[config.mk]
export PLATFORM = sky130hd
export DESIGN_NAME = vx_alu_wb_sched
export DESIGN_NICKNAME = d
export VERILOG_FILES = /design/src/rtl/vx_alu_wb_sched_pkg.sv /design/src/rtl/vx_alu_wb_sched_resv_table.sv /design/src/rtl/vx_alu_wb_sched.sv
export SDC_FILE = /design/constraint.sdc
export NUM_CORES = 1
export LEC_CHECK = 0
export CAP_MARGIN = 20
export CORE_AREA = 2 2 98 100
export DETAILED_ROUTE_END_ITERATION = 7
export DIE_AREA = 0 0 100 102
export HOLD_SLACK_MARGIN = 0.05
export PLACE_DENSITY = 0.93
export SYNTH_ARGS = -nofsm -noshare
export SYNTH_HDL_FRONTEND = slang
export SYNTH_SLANG_ARGS = --single-unit
[constraint.sdc]
create_clock -name clk -period 3.75 [get_ports clk]
set_input_delay 1.125 -clock clk [delete_from_list [all_inputs] [get_ports clk]]
set_output_delay 1.125 -clock clk [all_outputs]
set_load 0.03 [all_outputs]
[src/rtl/vx_alu_wb_sched_pkg.sv]
`default_nettype none
// ============================================================================
// Module  : vx_alu_wb_sched_pkg
// Brief   : Shared ALU PE latencies and writeback slot type.
// Revision: 1.0 - initial release
// ============================================================================
package vx_alu_wb_sched_pkg;

    localparam int ALU_INT_LAT  = 1;
    localparam int ALU_MDV_LAT  = 4;
    localparam int ALU_DOT8_LAT = 2;

    localparam int WB_PE_W  = 2;
    localparam int WB_TAG_W = 8;

    typedef struct packed {
        logic                valid;
        logic [WB_PE_W-1:0]  pe;
        logic [WB_TAG_W-1:0] tag;
    } wb_slot_t;

    function automatic int up_clog2(input int n);
        return (n > 1) ? $clog2(n) : 1;
    endfunction

endpackage
`default_nettype wire

[src/rtl/vx_alu_wb_sched_resv_table.sv]
`default_nettype none
// ============================================================================
// Module  : vx_alu_wb_sched_resv_table
// Brief   : Shift-down reservation table; slot k = result due k cycles ahead.
// Revision: 1.0 - initial release
// ============================================================================
module vx_alu_wb_sched_resv_table #(
    parameter int DEPTH = 8,
    parameter int PE_W  = 2,
    parameter int TAG_W = 8,
    parameter int IDX_W = 4
) (
    input  logic             clk,
    input  logic             reset,
    input  logic [IDX_W-1:0] probe_idx,
    output logic             probe_valid,
    input  logic             wr_en,
    input  logic [IDX_W-1:0] wr_idx,
    input  logic [PE_W-1:0]  wr_pe,
    input  logic [TAG_W-1:0] wr_tag,
    output logic             head_valid,
    output logic [PE_W-1:0]  head_pe,
    output logic [TAG_W-1:0] head_tag
);

    typedef struct packed {
        logic             valid;
        logic [PE_W-1:0]  pe;
        logic [TAG_W-1:0] tag;
    } slot_t;

    slot_t r_slot  [0:DEPTH];
    slot_t w_shift [0:DEPTH];
    slot_t w_wr_data;

    assign w_wr_data = {1'b1, wr_pe, wr_tag};

    generate
        for (genvar k = 0; k <= DEPTH; k++) begin : g_shift
            if (k < DEPTH) begin : g_link
                assign w_shift[k] = r_slot[k+1];
            end else begin : g_end
                assign w_shift[k] = '0;
            end
        end
    endgenerate

    // The write lands in the post-shift image, so it wins over the shifted entry.
    always_ff @(posedge clk) begin
        if (reset) begin
            for (int k = 0; k <= DEPTH; k++) begin
                r_slot[k] <= '0;
            end
        end else begin
            for (int k = 0; k <= DEPTH; k++) begin
                if (wr_en && (wr_idx == IDX_W'(k))) begin
                    r_slot[k] <= w_wr_data;
                end else begin
                    r_slot[k] <= w_shift[k];
                end
            end
        end
    end

    always_comb begin
        probe_valid = 1'b0;
        for (int k = 0; k <= DEPTH; k++) begin
            if (probe_idx == IDX_W'(k)) begin
                probe_valid = r_slot[k].valid;
            end
        end
    end

    assign head_valid = r_slot[0].valid;
    assign head_pe    = r_slot[0].pe;
    assign head_tag   = r_slot[0].tag;

endmodule
`default_nettype wire

[src/rtl/vx_alu_wb_sched.sv]
`default_nettype none
// ============================================================================
// Module  : vx_alu_wb_sched
// Brief   : Issue scheduler reserving the shared writeback slot at issue time.
// Revision: 1.0 - initial release
// ============================================================================
module vx_alu_wb_sched
    import vx_alu_wb_sched_pkg::*;
#(
    parameter int PE_COUNT = 3,
    parameter int MAX_LAT  = 8,
    parameter logic [PE_COUNT*$clog2(MAX_LAT+1)-1:0] PE_LATENCY =
        {4'(ALU_DOT8_LAT), 4'(ALU_MDV_LAT), 4'(ALU_INT_LAT)},
    parameter int TAG_WIDTH = 8
) (
    input  logic                          clk,
    input  logic                          reset,
    input  logic                          in_valid,
    input  logic [up_clog2(PE_COUNT)-1:0] in_pe_sel,
    input  logic [TAG_WIDTH-1:0]          in_tag,
    output logic                          in_ready,
    output logic [PE_COUNT-1:0]           pe_valid,
    input  logic [PE_COUNT-1:0]           pe_ready,
    output logic                          wb_valid,
    output logic [up_clog2(PE_COUNT)-1:0] wb_pe,
    output logic [TAG_WIDTH-1:0]          wb_tag,
    output logic [31:0]                   perf_stalls
);

    localparam int c_lat_w = $clog2(MAX_LAT + 1);
    localparam int c_sel_w = up_clog2(PE_COUNT);

    generate
        if (PE_COUNT < 1) begin : g_bad_count
            $error("vx_alu_wb_sched: PE_COUNT must be at least 1");
        end
        for (genvar p = 0; p < PE_COUNT; p++) begin : g_lat_chk
            if ((int'(PE_LATENCY[p*c_lat_w +: c_lat_w]) < 1) ||
                (int'(PE_LATENCY[p*c_lat_w +: c_lat_w]) > MAX_LAT)) begin : g_bad_lat
                $error("vx_alu_wb_sched: PE latency out of range 1..MAX_LAT");
            end
        end
    endgenerate

    logic [c_lat_w-1:0] w_lat;
    logic               w_sel_ok;
    logic               w_sel_ready;
    logic               w_probe_valid;
    logic               w_conflict;
    logic               w_fire;
    logic [31:0]        r_perf_stalls;

    // An out-of-range select matches no PE: zero latency, not ready.
    always_comb begin
        w_lat       = '0;
        w_sel_ok    = 1'b0;
        w_sel_ready = 1'b0;
        for (int p = 0; p < PE_COUNT; p++) begin
            if (in_pe_sel == c_sel_w'(p)) begin
                w_sel_ok    = 1'b1;
                w_lat       = PE_LATENCY[p*c_lat_w +: c_lat_w];
                w_sel_ready = pe_ready[p];
            end
        end
    end

    assign w_conflict = w_sel_ok && w_probe_valid;
    assign in_ready   = w_sel_ready && !w_conflict;
    assign w_fire     = in_valid && in_ready;

    generate
        for (genvar p = 0; p < PE_COUNT; p++) begin : g_pe_valid
            assign pe_valid[p] = in_valid && (in_pe_sel == c_sel_w'(p)) && !w_conflict;
        end
    endgenerate

    // Probe slot L before the shift; write slot L-1 after it: same future cycle.
    vx_alu_wb_sched_resv_table #(
        .DEPTH (MAX_LAT),
        .PE_W  (c_sel_w),
        .TAG_W (TAG_WIDTH),
        .IDX_W (c_lat_w)
    ) u_resv_table (
        .clk         (clk),
        .reset       (reset),
        .probe_idx   (w_lat),
        .probe_valid (w_probe_valid),
        .wr_en       (w_fire),
        .wr_idx      (w_lat - c_lat_w'(1)),
        .wr_pe       (in_pe_sel),
        .wr_tag      (in_tag),
        .head_valid  (wb_valid),
        .head_pe     (wb_pe),
        .head_tag    (wb_tag)
    );

    always_ff @(posedge clk) begin
        if (reset) begin
            r_perf_stalls <= '0;
        end else if (in_valid && w_conflict && w_sel_ready) begin
            r_perf_stalls <= r_perf_stalls + 32'd1;
        end
    end

    assign perf_stalls = r_perf_stalls;

    a_sel_range: assert property (@(posedge clk) disable iff (reset) in_valid |-> w_sel_ok)
        else $error("vx_alu_wb_sched: in_pe_sel %0d has no PE", in_pe_sel);

endmodule
`default_nettype wire

==> metrics.cfg <==
[status]
status = finished clean

[clock_tree]
cts_buffers = 17
cts_resized = 0
clk_pin_slew_worst_paths_ns = 0.06
root_buffer = clkbuf_8
hold_buffers = 0
ctsLongestPathBuffers = 2
cts.htree.levels = 4
cts_setup_buffers = 0
numClockSinks = 131
cts_tree = built
clock_latency_ns = 0.52

[synth]
synth_compound_area_frac = 0.0606
ys_warn_count = 0
yosys-top-cells-area = edfxtp_1 (49%), dfxtp_1 (16%), nor2b_1 (6.5%)
netlist_area_um2 = 5360
syn_inst = 443
ys_seq_elements = 131
synth.largest_area_cell = edfxtp_1
synth-main-ff-cell = edfxtp_1
async_flop_share = 0
syn_area_per_cell_um2 = 12.1
synth-seq-area-share = 0.653
synth_top_area_share = 0.493
yosysUniqueCellTypes = 42
synthXorXnorAreaFrac = 0.00816
synth-simple-area-share = 0.197
synthAdderAreaFrac = 0.00233
synth_edf_count = 88
synth_mux_area_frac = 0.0525
synth_top_family_by_area = simple AND/OR/NAND/NOR gates

[grt]
grt_max_degree = 57
grt_pass1_wl_um = 17000
grt_overflow_total = 0
track_usage = 0.219
grt_pass1_vias = 3801
antenna_found_initial = 0

[layout]
multi_input_area_um2 = 2100
antennaDiodeCount = 0
utilization = 0.779
final_nets = 628
syn_to_final_growth_pct = 32.3
drive_gt1_frac = 0.0897
fillers = 540
final_cell_mix = conb_1 (99), edfxtp_1 (88), clkdlybuf4s50_1 (57)
final_common_cell = conb_1
seq_area_um2 = 3500

[worst_hold_path]
worstHoldPathType = reg2reg

[sta]
rsz0062_at_grt = false
hold_viol = 0
max_freq_ghz = 0.275
fin_tns_setup_ns = 0
clock_skew_ns = 0.00633
slew_viol_final = 0
slew_headroom = 0.356
finalCriticalPeriod_ns = 3.63
setup_viol = 0
fin_crit_sh = 0.969
worst_pin_slew_ns = 0.959
worst_slack_ns = 0.117

[power_and_ir_drop]
power_leakage_uw = 0.00276
power_density_nw_per_um2 = 487
peakVddDrop_mv = 0.347

[floorplanning]
coreArea_um2 = 9110
die_area_um2 = 10200
fp-row-count = 35
start_util = 0.589
die_w_um = 100
io_pins = 63
die_y_um = 102

[job]
maxCapViolCount = 0

[worst_setup_path]
cp-start-kind = input port
cp_max_fo = 7
slowest_stage = clkdlybuf4s50_1
path_delay_family = buffers and inverters
cp-end-kind = primary output
slowest_delay_ns = 0.62
crit_buf_inv = 2
arrival_ns = 2.51
cp_cell_sequence = clkdlybuf4s50_1 > and2b_2 > o2bb2ai_1 > nor2_1 > buf_4
critPathKind = in2out
cp.required_ns = 2.62

[placement]
place_hpwl_um = 7050
finalWeightedCongestion = 0.824
io_buffer_count = 62
pre_cts_ws_ns = 0.137

[drt]
detail_route.iter0.violations = 212
postRouteAntennaNets = 0
viasPerCell = 5.27
firstDrtPassIters = 5
vias = 3873
wl_per_cell_um = 14.6
drc = 0
wirelength_um = 10700

==> where the power goes <==
part	internal (uW)	switching [uW]
clock network	999	644
registers	1610	17.1
logic	72.1	109
total	2680	770
==> Yosys cell counts (3+ instances only) <==
cell type	count
nor4_1	6
or4_1	8
and3b_1	3
o31ai_1	8
dfxtp_1	43
o21ai_0	15
nor3_1	5
inv_1	9
and4_1	3
a21oi_1	27
clkbuf_1	15
nand4_1	12
nand2_1	12
buf_2	6
nor2b_1	56
or3_1	12
edfxtp_1	88
and3_1	5
nand3_1	15
xor2_1	3
mux2i_1	27
nor2_1	41
==> per-layer routing <==
| layer | vias up | share of wire | GRT usage |
|---|---|---|---|
| met4 | 0 | 0.027 | 0.100 |
| met3 | 38 | 0.060 | 0.0568 |
| li1 | 1855 | - | - |
| met1 | 1857 | 0.40 | 0.261 |
| met5 | - | 0 | 0 |
| met2 | 123 | 0.51 | 0.375 |
==> through the flow <==
| stage | instance area (um^2) | cells | total power, uW | hold slack, ns |
|---|---|---|---|---|
| 6_report | 7090 | 735 | 3450 | 0.496 |
| 5_1_grt | 7090 | 735 | 3560 | 0.542 |
| 4_1_cts | 7090 | 735 | 3470 | 0.500 |
| 3_5_place_dp | 6490 | 703 | 1830 | 0.492 |
| 3_3_place_gp | 6490 | 703 | 1820 | 0.476 |
| 2_1_floorplan | 5730 | 540 | 1760 | 0.494 |
==> cells by family (layout without fill, tap and decap cells) <==
kind of cell	Yosys count	count (layout)
and+or+nand+nor	188	188
buffers and inverters	31	115
muxes	28	28
xor gates and xnor gates	5	5
other	2	99
adders and majority gates	1	1
DFF	131	131
AOI/OAI and AO/OA	57	57
==> state kept, by name, indices dropped and copies added, names as in the netlist <==
register,count
u_resv_table.r_slot,99
perf_stalls,32
==> final cells by class <==
| class | instances | area share |
|---|---|---|
| Tap cell | 111 | 0.0196 |
| Clock inverter | 12 | 0.0183 |
| Clock buffer | 20 | 0.0674 |
| Multi-Input combinational cell | 378 | 0.296 |
| Sequential cell | 131 | 0.494 |
| Inverter | 9 | 0.00476 |
| Timing Repair Buffer | 74 | 0.100 |
==> worst paths after layout <==
check	start	end	slack, ns	cells after the start
hold / removal	perf_stalls[31]$_SDFFE_PP0P_	perf_stalls[31]$_SDFFE_PP0P_	0.50	2
setup reg to reg	perf_stalls[2]$_SDFFE_PP0P_	perf_stalls[23]$_SDFFE_PP0P_	1.05	5
setup / recovery	in_pe_sel[1]	in_ready	0.12	5
hold reg to reg	perf_stalls[31]$_SDFFE_PP0P_	perf_stalls[31]$_SDFFE_PP0P_	0.50	2
==> worst register-to-register path, cell delays in order, from the launching register on <==
cell	delay [ns]
dfxtp_1	0.46
nand4_1	0.35
nor3_1	0.88
nand2_1	0.32
or4_1	0.47
a21oi_1	0.15
(Power assumes the default switching activity.)
